===== src/rtl/fp_normalize_pkg.sv =====
// fp_normalize_pkg: field layout of the 16-bit adder result word and the
// state encoding shared by the normalizer and its leading-zero counter.
package fp_normalize_pkg;

  // Word layout: [15] sign, [14:10] exponent, [9:0] mantissa (explicit one at bit 9)
  localparam int DATA_W   = 16;
  localparam int EXP_W    = 5;
  localparam int MAN_W    = 10;
  localparam int CNT_W    = 4;
  localparam int SIGN_BIT = 15;
  localparam int EXP_HI   = 14;
  localparam int EXP_LO   = 10;
  localparam int MAN_HI   = 9;
  localparam int MAN_LO   = 0;

  // Normalizer control states
  typedef enum logic [1:0] {
    ST_IDLE  = 2'd0,
    ST_SHIFT = 2'd1,
    ST_DONE  = 2'd2
  } state_t;

  // Assemble a result word from its three fields
  function automatic logic [DATA_W-1:0] fp_pack(input logic             sign,
                                                input logic [EXP_W-1:0] exp_f,
                                                input logic [MAN_W-1:0] man_f);
    return {sign, exp_f, man_f};
  endfunction

endpackage


===== src/rtl/fp_lzc.sv =====
// fp_lzc: leading-zero count of a 10-bit mantissa; an all-zero input
// reports 10.
module fp_lzc
  import fp_normalize_pkg::*;
(
  input  logic [MAN_W-1:0] din,
  output logic [CNT_W-1:0] cnt
);

  // seen[i] is set when any bit at or above position i is one
  logic [MAN_W-1:0] seen;

  genvar gi;
  generate
    for (gi = 0; gi < MAN_W; gi++) begin : g_seen
      assign seen[gi] = |din[MAN_W-1:gi];
    end
  endgenerate

  // Every position that has no one at or above it is a leading zero
  always_comb begin
    cnt = '0;
    for (int i = 0; i < MAN_W; i++) begin
      cnt = cnt + {{(CNT_W-1){1'b0}}, ~seen[i]};
    end
  end

endmodule


===== src/rtl/fp_normalize.sv =====
// fp_normalize: post-adder normalizer. Shifts the mantissa left until the
// explicit one reaches bit 9, decrementing the exponent per shift, and
// flushes to zero when the exponent runs out first.
// Build option: FP_NORM_FAST_EN replaces the one-shift-per-cycle loop with a
// single-cycle shift by the leading-zero count (fp_lzc).
module fp_normalize
  import fp_normalize_pkg::*;
(
  input  logic              clk,
  input  logic              rst,
  input  logic [DATA_W-1:0] in_data,
  input  logic              in_valid,
  output logic              in_ready,
  output logic [DATA_W-1:0] out_data,
  output logic              out_valid,
  input  logic              out_ready,
  output logic [CNT_W-1:0]  shift_cnt,
  output logic              zero_flag,
  output logic              underflow
);

  state_t state_reg, state_next;

  // Working operand while shifting
  logic             sign_reg, sign_next;
  logic [EXP_W-1:0] exp_reg,  exp_next;
  logic [MAN_W-1:0] man_reg,  man_next;
  logic [CNT_W-1:0] cnt_reg,  cnt_next;

  // Result captured on entry to DONE and held until consumed
  logic [DATA_W-1:0] out_data_reg;
  logic [CNT_W-1:0]  shift_cnt_reg;
  logic              zero_flag_reg;
  logic              underflow_reg;

  // Result being produced this cycle (valid when res_load)
  logic              res_load;
  logic [DATA_W-1:0] res_data;
  logic [CNT_W-1:0]  res_cnt;
  logic              res_zero;
  logic              res_uf;
  logic              take_shift;

  logic             in_sign;
  logic [EXP_W-1:0] in_exp;
  logic [MAN_W-1:0] in_man;

  assign in_sign = in_data[SIGN_BIT];
  assign in_exp  = in_data[EXP_HI:EXP_LO];
  assign in_man  = in_data[MAN_HI:MAN_LO];

`ifdef FP_NORM_FAST_EN
  logic [CNT_W-1:0] lz_cnt;

  fp_lzc u_lzc (
    .din (in_man),
    .cnt (lz_cnt)
  );
`endif

  // State register
  always_ff @(posedge clk) begin
    if (rst) begin
      state_reg <= ST_IDLE;
    end else begin
      state_reg <= state_next;
    end
  end

  // Next-state: accept only in IDLE, leave SHIFT once a result is produced,
  // leave DONE only when downstream takes the result
  always_comb begin
    state_next = state_reg;
    case (state_reg)
      ST_IDLE: begin
        if (in_valid) begin
          state_next = take_shift ? ST_SHIFT : ST_DONE;
        end
      end
      ST_SHIFT: begin
        if (res_load) begin
          state_next = ST_DONE;
        end
      end
      ST_DONE: begin
        if (out_ready) begin
          state_next = ST_IDLE;
        end
      end
      default: state_next = ST_IDLE;
    endcase
  end

  // Handshake outputs decoded from the state
  always_comb begin
    in_ready  = 1'b0;
    out_valid = 1'b0;
    case (state_reg)
      ST_IDLE: in_ready  = 1'b1;
      ST_DONE: out_valid = 1'b1;
      default: ;
    endcase
  end

  // Datapath: classify the accepted operand, then step the shift loop
  always_comb begin
    sign_next  = sign_reg;
    exp_next   = exp_reg;
    man_next   = man_reg;
    cnt_next   = cnt_reg;
    res_load   = 1'b0;
    res_data   = '0;
    res_cnt    = '0;
    res_zero   = 1'b0;
    res_uf     = 1'b0;
    take_shift = 1'b0;
    case (state_reg)
      ST_IDLE: begin
        if (in_valid) begin
          sign_next = in_sign;
          exp_next  = in_exp;
          man_next  = in_man;
          cnt_next  = '0;
          if (in_man == '0) begin
            // Zero mantissa: forced zero, sign dropped
            res_load = 1'b1;
            res_zero = 1'b1;
          end else if (in_man[MAN_HI]) begin
            // Already normalized: pass through untouched
            res_load = 1'b1;
            res_data = in_data;
          end else begin
`ifdef FP_NORM_FAST_EN
            res_load = 1'b1;
            if ({1'b0, lz_cnt} > in_exp) begin
              // Exponent would run out before the one reaches bit 9; the
              // count reports the shifts the loop would have made
              res_zero = 1'b1;
              res_uf   = 1'b1;
              res_cnt  = in_exp[CNT_W-1:0];
            end else begin
              res_data = fp_pack(in_sign, in_exp - {1'b0, lz_cnt}, in_man << lz_cnt);
              res_cnt  = lz_cnt;
            end
`else
            take_shift = 1'b1;
`endif
          end
        end
      end
      ST_SHIFT: begin
        if (exp_reg == '0) begin
          // Exponent exhausted while still denormal: flush
          res_load = 1'b1;
          res_zero = 1'b1;
          res_uf   = 1'b1;
          res_cnt  = cnt_reg;
        end else begin
          man_next = man_reg << 1;
          exp_next = exp_reg - 1'b1;
          cnt_next = cnt_reg + 1'b1;
          // Finish on the same cycle as the shift that normalizes
          if (man_next[MAN_HI]) begin
            res_load = 1'b1;
            res_data = fp_pack(sign_reg, exp_next, man_next);
            res_cnt  = cnt_next;
          end
        end
      end
      default: ;
    endcase
  end

  // Working operand registers
  always_ff @(posedge clk) begin
    if (rst) begin
      sign_reg <= 1'b0;
      exp_reg  <= '0;
      man_reg  <= '0;
      cnt_reg  <= '0;
    end else begin
      sign_reg <= sign_next;
      exp_reg  <= exp_next;
      man_reg  <= man_next;
      cnt_reg  <= cnt_next;
    end
  end

  // Result registers: loaded once per operation, held through DONE
  always_ff @(posedge clk) begin
    if (rst) begin
      out_data_reg  <= '0;
      shift_cnt_reg <= '0;
      zero_flag_reg <= 1'b0;
      underflow_reg <= 1'b0;
    end else if (res_load) begin
      out_data_reg  <= res_data;
      shift_cnt_reg <= res_cnt;
      zero_flag_reg <= res_zero;
      underflow_reg <= res_uf;
    end
  end

  assign out_data  = out_data_reg;
  assign shift_cnt = shift_cnt_reg;
  assign zero_flag = zero_flag_reg;
  assign underflow = underflow_reg;

endmodule


===== config.mk =====
export PLATFORM = sky130hd
export DESIGN_NAME = fp_normalize
export DESIGN_NICKNAME = d
export VERILOG_FILES = /design/src/rtl/fp_normalize_pkg.sv /design/src/rtl/fp_lzc.sv /design/src/rtl/fp_normalize.sv
export SDC_FILE = /design/constraint.sdc
export NUM_CORES = 1
export LEC_CHECK = 0
export CAP_MARGIN = 10
export CORE_UTILIZATION = 40
export CTS_CLUSTER_SIZE = 30
export DETAILED_ROUTE_END_ITERATION = 8
export PLACE_DENSITY = 0.67
export SYNTH_ARGS = -nofsm -noshare
export SYNTH_HDL_FRONTEND = slang
export SYNTH_SLANG_ARGS = --single-unit

===== constraint.sdc =====
create_clock -name clk -period 2.8 [get_ports clk]
set_input_delay 0.42 -clock clk [delete_from_list [all_inputs] [get_ports clk]]
set_output_delay 0.42 -clock clk [all_outputs]
set_load 0.03 [all_outputs]

==> results of run 1 <==
cells in the final DEF, fill, tap and decap left out, types with 2 or more instances in the layout:
master and n:
dfxtp_1 43, clkdlybuf4s50_1 43, nand2_1 24, nor2_1 21, nor3_1 18, a22oi_1 13, a21oi_1 13, buf_4 13
a311oi_1 10, a211oi_2 9, a211oi_1 8, nand3_1 8, o21ai_0 8, nor2b_1 6, clkbuf_8 5, inv_1 4
nand4b_1 3, nor3b_1 3, and2_1 3, or4_1 2, nand2b_1 2, xor2_1 2, a21o_1 2, a31oi_1 2
ha_1 2
synth_stat cells, drive strengths merged, types with 3 or more instances:
cell type   n  area, µm²
dfxtp      43      860.8
nand2      25      110.1
nor2       22      85.09
nor3       18      90.09
a211oi     17      172.7
clkbuf     16      60.06
a21oi      14      73.82
a22oi      13      97.59
a311oi     10      87.58
o21ai       9      45.04
buf         8      67.57
nand3       8      40.04
nor2b       6      37.54
inv         4      15.01
and2        3      18.77
nand4b      3      26.28
nor3b       3      22.52
or4         3      26.27
per-stage QoR:
| stage | hold WS, ns | std cells | worst slack [ns] | utilization, % | cell area, µm² |
|---|---|---|---|---|---|
| after floorplan | 0.4360 | 256 | 0.7725 | - | 2247 |
| after global placement | 0.4633 | 359 | 0.1684 | 52.40 | 2761 |
| after detailed placement | 0.4686 | 359 | 0.1576 | 52.40 | 2761 |
| after CTS | 0.4799 | 367 | 0.4643 | 54.01 | 2846 |
| after global routing | 0.5025 | 367 | 0.3492 | 54.01 | 2846 |
| final | 0.4704 | 367 | 0.4627 | 54.01 | 2846 |
worst paths after layout:
check / endpoint / depth (start not counted)
hold / removal: sign_reg / 2
hold reg to reg: sign_reg / 2
setup reg to reg: out_data[5] / 7
setup / recovery: out_data[14] / 5
per-layer routing:
metal | vias to the layer above | track usage [%]
met5 | - | 0
met4 | 0 | 9.231
met3 | 10 | 3.571
met2 | 59 | 31.96
met1 | 1010 | 27.48
li1 | 1026 | -
logic make-up (layout without fill, tap and decap cells):
logic type | after synthesis | in the layout | synth area share [%]
XOR/XNOR | 3 | 3 | 1.169
adder cells (fa/ha/maj) | 2 | 2 | 1.113
flip-flops | 43 | 43 | 38.31
AND/OR/NAND/NOR | 103 | 103 | 25.45
multiplexers | 1 | 1 | 0.5011
buffers and inverters | 28 | 69 | 6.348
AO/OA/AOI/OAI | 76 | 76 | 27.12
power by group:
part | total [W] | leakage [nW] | switching (W) | internal, W
registers | 0.000699 | 0.353 | 0.0000416 | 0.000657
clock network | 0.000390 | 0.0412 | 0.000216 | 0.000174
logic | 0.000387 | 0.565 | 0.000219 | 0.000168
cell type report:
class                      instances  area (µm²)
inverter                           4       15.01
clock inverter                     2       12.51
tap                               70       87.58
fill                             526        2424
sequential                        43       860.8
clock buffer                       6       72.57
timing repair buffer              57       548.0
multi-input combinational        185        1250
worst min-delay path, cell delays in order (launching register included):
cell and delay [ns]:
dfxtp_1 0.32, nand2_1 0.05, a21oi_1 0.05
==> metrics.yaml, run 1 <==
status:
  status: "finished, final reports clean"
critical_path:
  startpoint: "in_data[4]"
  path_delay_family: "simple AND/OR/NAND/NOR gates"
  rrSetupSlack_ns: 0.48
  end_kind: "register"
  arrival_ns: 2.50
  critical_path_buf_inv_count: 1
  crit_fanout: 15
  cp-start-kind: "primary input"
  required_ns: 2.96
  crit_path_top_delay_cell: "or4_1"
  path_class: "in -> reg"
  regToRegStartpoint: "exp_reg[0]"
  cp_cell_sequence: "clkdlybuf4s50_1 -> or4_4 -> or4_1 -> nand2_8 -> a311oi_1"
  slowest_delay_ns: 0.71
place:
  gp_congestion: 0.8081
  portBuffers: 43
  hpwlAfterDp_mm: 4.042
sta:
  slew_headroom_pct: 55.52
  worst_pin_slew_ns: 0.6627
  skew_ns: 0.006696
  fmax_ghz: 0.4278
  maxSlewViolCount: 0
  period_needed_ns: 2.337
  setup_viol: 0
  tns_ns: 0
  hold_viol: 0
  grt_setup_unrepaired: "false"
  fin_crit_sh_pct: 83.48
global_route:
  grt_pass1_vias: 2001
  antenna_found_initial: 0
  grt_max_degree: 24
  track_usage_pct: 20.52
  grt_first_pass_wirelength_mm: 9.584
  grt_overflow: 0
clock_network:
  cts-root-buf: "clkbuf_8"
  clock_latency_ns: 0.30
  cts_hold_repair.buffers: 0
  cts_buffers: 5
  cts_tree: "yes"
  post_cts_buffers: 0
  cts.clk_slew.worst_paths_ns: 0.08
  post_cts_resized: 0
  cts.sinks: 43
  clockBufferDepth: 2
  htreeDepth: 2
drt:
  drc: 0
  wl_met1_mm: 2.795
  vias: 2105
  firstDrtPassIters: 4
  wirelength_mm: 5.824
  ant_nets: 0
  met2WireLength_mm: 2.645
  avgRoutedWirePerCell_um: 15.87
  route.met3.wl_um: 262
  top_layer: "met4"
  vias_per_cell: 5.736
  dr.first_iter.drc_count: 127
synth:
  yosysSeqAreaShare_pct: 38.31
  syn_nets: 278
  avgSynthCellArea_um2: 8.778
  synth_ff_type: "dfxtp_1"
  ys_ff_latch: 43
  synth_cell_types: 53
  syn_area_um2: 2247
  synth_warnings: 0
  synth_cells: 256
  async_flop_share_pct: 0
  synth_edf_count: 0
layout:
  drive_gt1_share_pct: 14.14
  area_growth_pct: 26.67
  final_net_count: 318
  largest_reg_flops: 16
  diodes: 0
flow_run:
  max_cap_viol_count: 0
die:
  die_h_um: 76.95
  rows: 26
  die_w_um: 76.95
  start_util_pct: 42.64
  pin_count: 44
  core_um2: 5270
  dieArea_um2: 5921
pwr:
  power.density_nw_per_um2: 518.5
  p_total_w: 0.001476
  ir_worst_vdd_mv: 0.2400
  leakagePower_nw: 0.9588
min_path:
  min_path_type: "reg -> reg"
  holdCritStartpoint: "sign_reg"
Power figures use the tool's default switching activity.
==> inputs of run 2 (changes only) <==
--- a/config.mk
+++ b/config.mk
@@ -9,7 +9,7 @@
 export CORE_UTILIZATION = 40
 export CTS_CLUSTER_SIZE = 30
 export DETAILED_ROUTE_END_ITERATION = 8
-export PLACE_DENSITY = 0.67
+export PLACE_DENSITY = 0.7
 export SYNTH_ARGS = -nofsm -noshare
 export SYNTH_HDL_FRONTEND = slang
 export SYNTH_SLANG_ARGS = --single-unit
==> constraint.sdc (replaced) <==
create_clock -name clk -period 2.1 [get_ports clk]
set_input_delay 0.315 -clock clk [delete_from_list [all_inputs] [get_ports clk]]
set_output_delay 0.315 -clock clk [all_outputs]
set_load 0.03 [all_outputs]
==> metrics.yaml, run 2 (same netlist as run 1, synthesis figures left out) <==
critical_path:
  cpMostUsedCell: "buf_4"
  crit_path_top_delay_cell: "or4_4"
  arrival_ns: 2.28
  path_delay_family: "buffers and inverters"
  cp_cell_sequence: "clkdlybuf4s50_1 -> or4_4 -> buf_4 -> nor4_4 -> buf_4 -> buf_2 -> nor3_1 -> a211oi_2"
  startpoint: "in_data[1]"
  critical_path_buf_inv_count: 4
  end_kind: "register"
  cp-start-kind: "primary input"
  required_ns: 2.32
  path_class: "in -> reg"
  regToRegStartpoint: "exp_reg[0]"
  crit_fanout: 5
  slowest_delay_ns: 0.54
pwr:
  internal_power_w: 0.001411
  p_sw_w: 0.0006486
  leakagePower_nw: 1.148
  p_total_w: 0.002059
  ir_worst_vdd_mv: 0.3400
  pwr-share-comb_pct: 30.5
  p_seq_share_pct: 44.7
  power_frac_clock_pct: 24.8
  power.density_nw_per_um2: 654.9
  swShare_pct: 31.50
global_route:
  track_usage_pct: 21.41
  grt_use_met1_pct: 27.18
  met3_usage_pct: 3.810
  grt_first_pass_wirelength_mm: 10.08
  busiest_layer: "met2"
  grt_overflow: 0
  grt_max_degree: 45
  grt_pass1_vias: 2155
  antenna_found_initial: 0
  grtUsageMet2_pct: 35.71
sta:
  fin_ws_ns: 0.04057
  skew_ns: 0.009914
  hold_slack_ns: 0.3682
  hold_viol: 0
  worst_pin_slew_ns: 0.3925
  fin_crit_sh_pct: 98.07
  period_needed_ns: 2.059
  slew_headroom_pct: 73.64
  setup_viol: 0
  maxSlewViolCount: 0
  fmax_ghz: 0.4856
  tns_ns: 0
  grt_setup_unrepaired: "true"
min_path:
  min_path_type: "in -> reg"
  holdCritStartpoint: "in_data[0]"
die:
  die_w_um: 76.95
  pin_count: 44
  rows: 26
  die_h_um: 76.95
  start_util_pct: 42.64
  core_um2: 5270
  dieArea_um2: 5921
clock_network:
  htreeDepth: 2
  cts.sinks: 43
  clockBufferDepth: 2
  cts_buffers: 5
  cts_hold_repair.buffers: 0
  cts.clk_slew.worst_paths_ns: 0.08
  cts_tree: "yes"
  cts-root-buf: "clkbuf_8"
  clock_latency_ns: 0.30
layout:
  seq_area_um2: 860.8
  fill_cells: 483
  multi_input_area_um2: 1266
  most-common-layout-cells: "43 x dfxtp_1, 42 x clkdlybuf4s50_1, 39 x buf_4, 24 x nand2_1, 21 x nor2_1"
  post-route-util_pct: 59.66
  final_common_cell: "dfxtp_1"
  largest_reg_flops: 16
  diodes: 0
  area_growth_pct: 39.92
  final_net_count: 350
  drive_gt1_share_pct: 22.80
drt:
  avgRoutedWirePerCell_um: 15.56
  drc: 0
  vias_per_cell: 5.634
  firstDrtPassIters: 4
  ant_nets: 0
  wirelength_mm: 6.208
  dr.first_iter.drc_count: 125
  vias: 2248
place:
  place_ws_ns: -0.2929
  portBuffers: 43
  hpwlAfterDp_mm: 4.227
  gp_congestion: 0.8095
flow_run:
  max_cap_viol_count: 0
status:
  status: "finished, final reports clean"
run 2: final cells by class:
type                            instances  area share, %
Clock buffer                            7          2.427
Clock inverter                          1         0.1592
Inverter                                4         0.4775
Multi-Input combinational cell        185          40.27
Sequential cell                        43          27.38
Tap cell                               70          2.786
Timing Repair Buffer                   89          26.50
run 2: layer usage:
layer  share of wire [%]  up-vias
met5                   0        -
met1                  45     1083
met2                  49       60
li1                    -     1096
met3                 4.4        9
met4                 1.5        0
run 2: worst min-delay path: cells and delay by family:
family	cells	cell delay [ns]
buf+inv	1	0.17
compound gates	1	0.05
simple gates	1	0.07
run 2: final timing paths:
kind                      end  slack (ns)  cells past startpoint
setup / recovery  out_data[5]        0.04                      8
hold reg to reg      sign_reg        0.47                      2
setup reg to reg  out_data[5]        0.15                      7
hold / removal    out_data[0]        0.37                      3
run 2: timing repair:
| action | 4_1_cts | 5_1_grt |
|---|---|---|
| buffers inserted | 0 | 3 |
| endpoints found under the setup margin | 0 | 23 |
| hold endpoints to repair | 0 | 0 |
| gates resized for setup | 0 | 6 |
run 2: metrics by stage:
stage          instances  area, µm²
3_5_place_dp         387       3009
2_1_floorplan        256       2247
6_report             399       3144
3_3_place_gp         387       3009
5_1_grt              399       3144
4_1_cts              395       3090
run 2: power groups by stage:
stage	clock [W]	sequential [W]	combinational, W
after global routing	0.000564	0.000930	0.000669
after detailed placement	0	0.000937	0.000601
after floorplan	0	0.000986	0.000289
after global placement	0	0.000936	0.000595
after CTS	0.000521	0.000919	0.000603
final	0.000510	0.000921	0.000628
==> inputs of run 3 (changes only) <==
--- a/config.mk
+++ b/config.mk
@@ -6,10 +6,10 @@
 export NUM_CORES = 1
 export LEC_CHECK = 0
 export CAP_MARGIN = 10
-export CORE_UTILIZATION = 40
+export CORE_UTILIZATION = 31
 export CTS_CLUSTER_SIZE = 30
 export DETAILED_ROUTE_END_ITERATION = 8
-export PLACE_DENSITY = 0.7
+export PLACE_DENSITY = 0.57
 export SYNTH_ARGS = -nofsm -noshare
 export SYNTH_HDL_FRONTEND = slang
 export SYNTH_SLANG_ARGS = --single-unit
==> metrics.yaml, run 3 (same netlist as run 1, synthesis figures left out) <==
global_route:
  antenna_found_initial: 0
  track_usage_pct: 17.58
  grt_first_pass_wirelength_mm: 10.26
  grt_overflow: 0
  grt_max_degree: 25
  grt_pass1_vias: 2070
critical_path:
  rrSetupSlack_ns: 0.13
  startpoint: "in_data[4]"
  arrival_ns: 2.24
  regToRegStartpoint: "exp_reg[0]"
  path_class: "in -> reg"
  required_ns: 2.29
  crit_fanout: 7
  r2r_end: "out_data[6]"
  end_kind: "register"
  cp-start-kind: "primary input"
  r2r_cells: 7
flow_run:
  max_cap_viol_count: 0
min_path:
  min_path_cells: 4
  min_path_type: "in -> reg"
  min_to: "out_data[0]"
  holdCritStartpoint: "in_data[0]"
sta:
  tns_ns: 0
  maxSlewViolCount: 0
  skew_ns: 0.007821
  worst_pin_slew_ns: 0.4570
  fmax_ghz: 0.4875
  hold_viol: 0
  slew_headroom_pct: 69.53
  setup_viol: 0
  period_needed_ns: 2.051
  fin_crit_sh_pct: 97.68
  grt_setup_unrepaired: "false"
pwr:
  leakagePower_nw: 1.185
  ir_worst_vdd_mv: 0.2199
  power.density_nw_per_um2: 644.7
drt:
  drc: 0
  ant_nets: 0
  avgRoutedWirePerCell_um: 15.37
  firstDrtPassIters: 5
  vias: 2218
  wirelength_mm: 6.593
  vias_per_cell: 5.170
  dr.first_iter.drc_count: 131
die:
  die_w_um: 87.14
  dieArea_um2: 7593
  core_um2: 6907
  die_h_um: 87.14
  rows: 30
  pin_count: 44
  start_util_pct: 32.54
clock_network:
  cts_hold_repair.buffers: 0
  htreeDepth: 2
  cts.sinks: 43
  cts-root-buf: "clkbuf_8"
  clock_latency_ns: 0.30
  cts_buffers: 5
  cts_tree: "yes"
  clockBufferDepth: 2
  cts.clk_slew.worst_paths_ns: 0.08
status:
  status: "finished, final reports clean"
place:
  portBuffers: 43
  hpwlAfterDp_mm: 4.603
  gp_congestion: 0.8426
  placed_cell_area_um2: 3067
layout:
  final_net_count: 354
  drive_gt1_share_pct: 24.02
  area_growth_pct: 42.54
  most-common-layout-cells: "43 x dfxtp_1, 43 x buf_4, 40 x clkdlybuf4s50_1, 24 x nand2_1, 21 x nor2_1"
  largest_reg_flops: 16
  diodes: 0
  post-route-cell-area_um2: 3203
==> run 3: layer usage <==
layer / wire length (µm) / global-route usage, % / share of wire (%) / up-vias
met5: 0 / 0 / 0 / -
met4: 68 / 4.322 / 1.0 / 0
met3: 315 / 3.981 / 4.8 / 6
met2: 3157 / 29.06 / 48 / 53
met1: 3051 / 23.20 / 46 / 1060
li1: - / - / - / 1099
==> run 3: area by class of cell <==
cell class / instances / area, µm²
Fill cell: 704 / 3704
Timing Repair Buffer: 92 / 848.3
Sequential cell: 43 / 860.8
Inverter: 4 / 15.01
Clock inverter: 1 / 5.005
Clock buffer: 7 / 76.32
Multi-Input combinational cell: 186 / 1277
Tap cell: 96 / 120.1
==> run 3: critical path, stage by stage <==
cell and delay [ns]:
clkdlybuf4s50_1 0.42, or4_4 0.56, or4_1 0.54, buf_6 0.18, a31oi_1 0.17, nor2_1 0.05
==> run 3: through the flow <==
stage	instances	worst slack, ns	hold WS (ns)	utilization (%)	total power [W]
after floorplan	256	0.1586	0.4360	-	0.001276
after global placement	418	-0.2705	0.4489	44.40	0.001543
after detailed placement	418	-0.3175	0.4531	44.40	0.001548
after CTS	426	0.001253	0.4647	45.63	0.002065
after global routing	429	0.004637	0.4570	46.38	0.002168
final	429	0.04874	0.4544	46.38	0.002065
==> run 3: how the worst max path moves through the flow <==
stage,to,depth (start not counted)
detailed placement,out_data[6],7
CTS,out_data[13],7
floorplan,out_data[10],8
global placement,out_data[14],6
finish,underflow,6
global route,underflow,6
==> run 3: timing repair <==
| item | CTS | global route |
|---|---|---|
| setup buffers | 0 | 1 |
| hold endpoints to repair | 0 | 0 |
| pin swaps | 0 | 4 |
| cloned | 0 | 2 |
| endpoints found under the setup margin | 1 | 18 |
| resized for setup | 1 | 8 |
==> run 3: where the power goes <==
part / internal, W / switching, W / total [W]
Clock: 0.000234 / 0.000288 / 0.000522
Combinational: 0.000294 / 0.000332 / 0.000626
Sequential: 0.000876 / 0.0000409 / 0.000917
Total: 0.00140 / 0.000661 / 0.00207
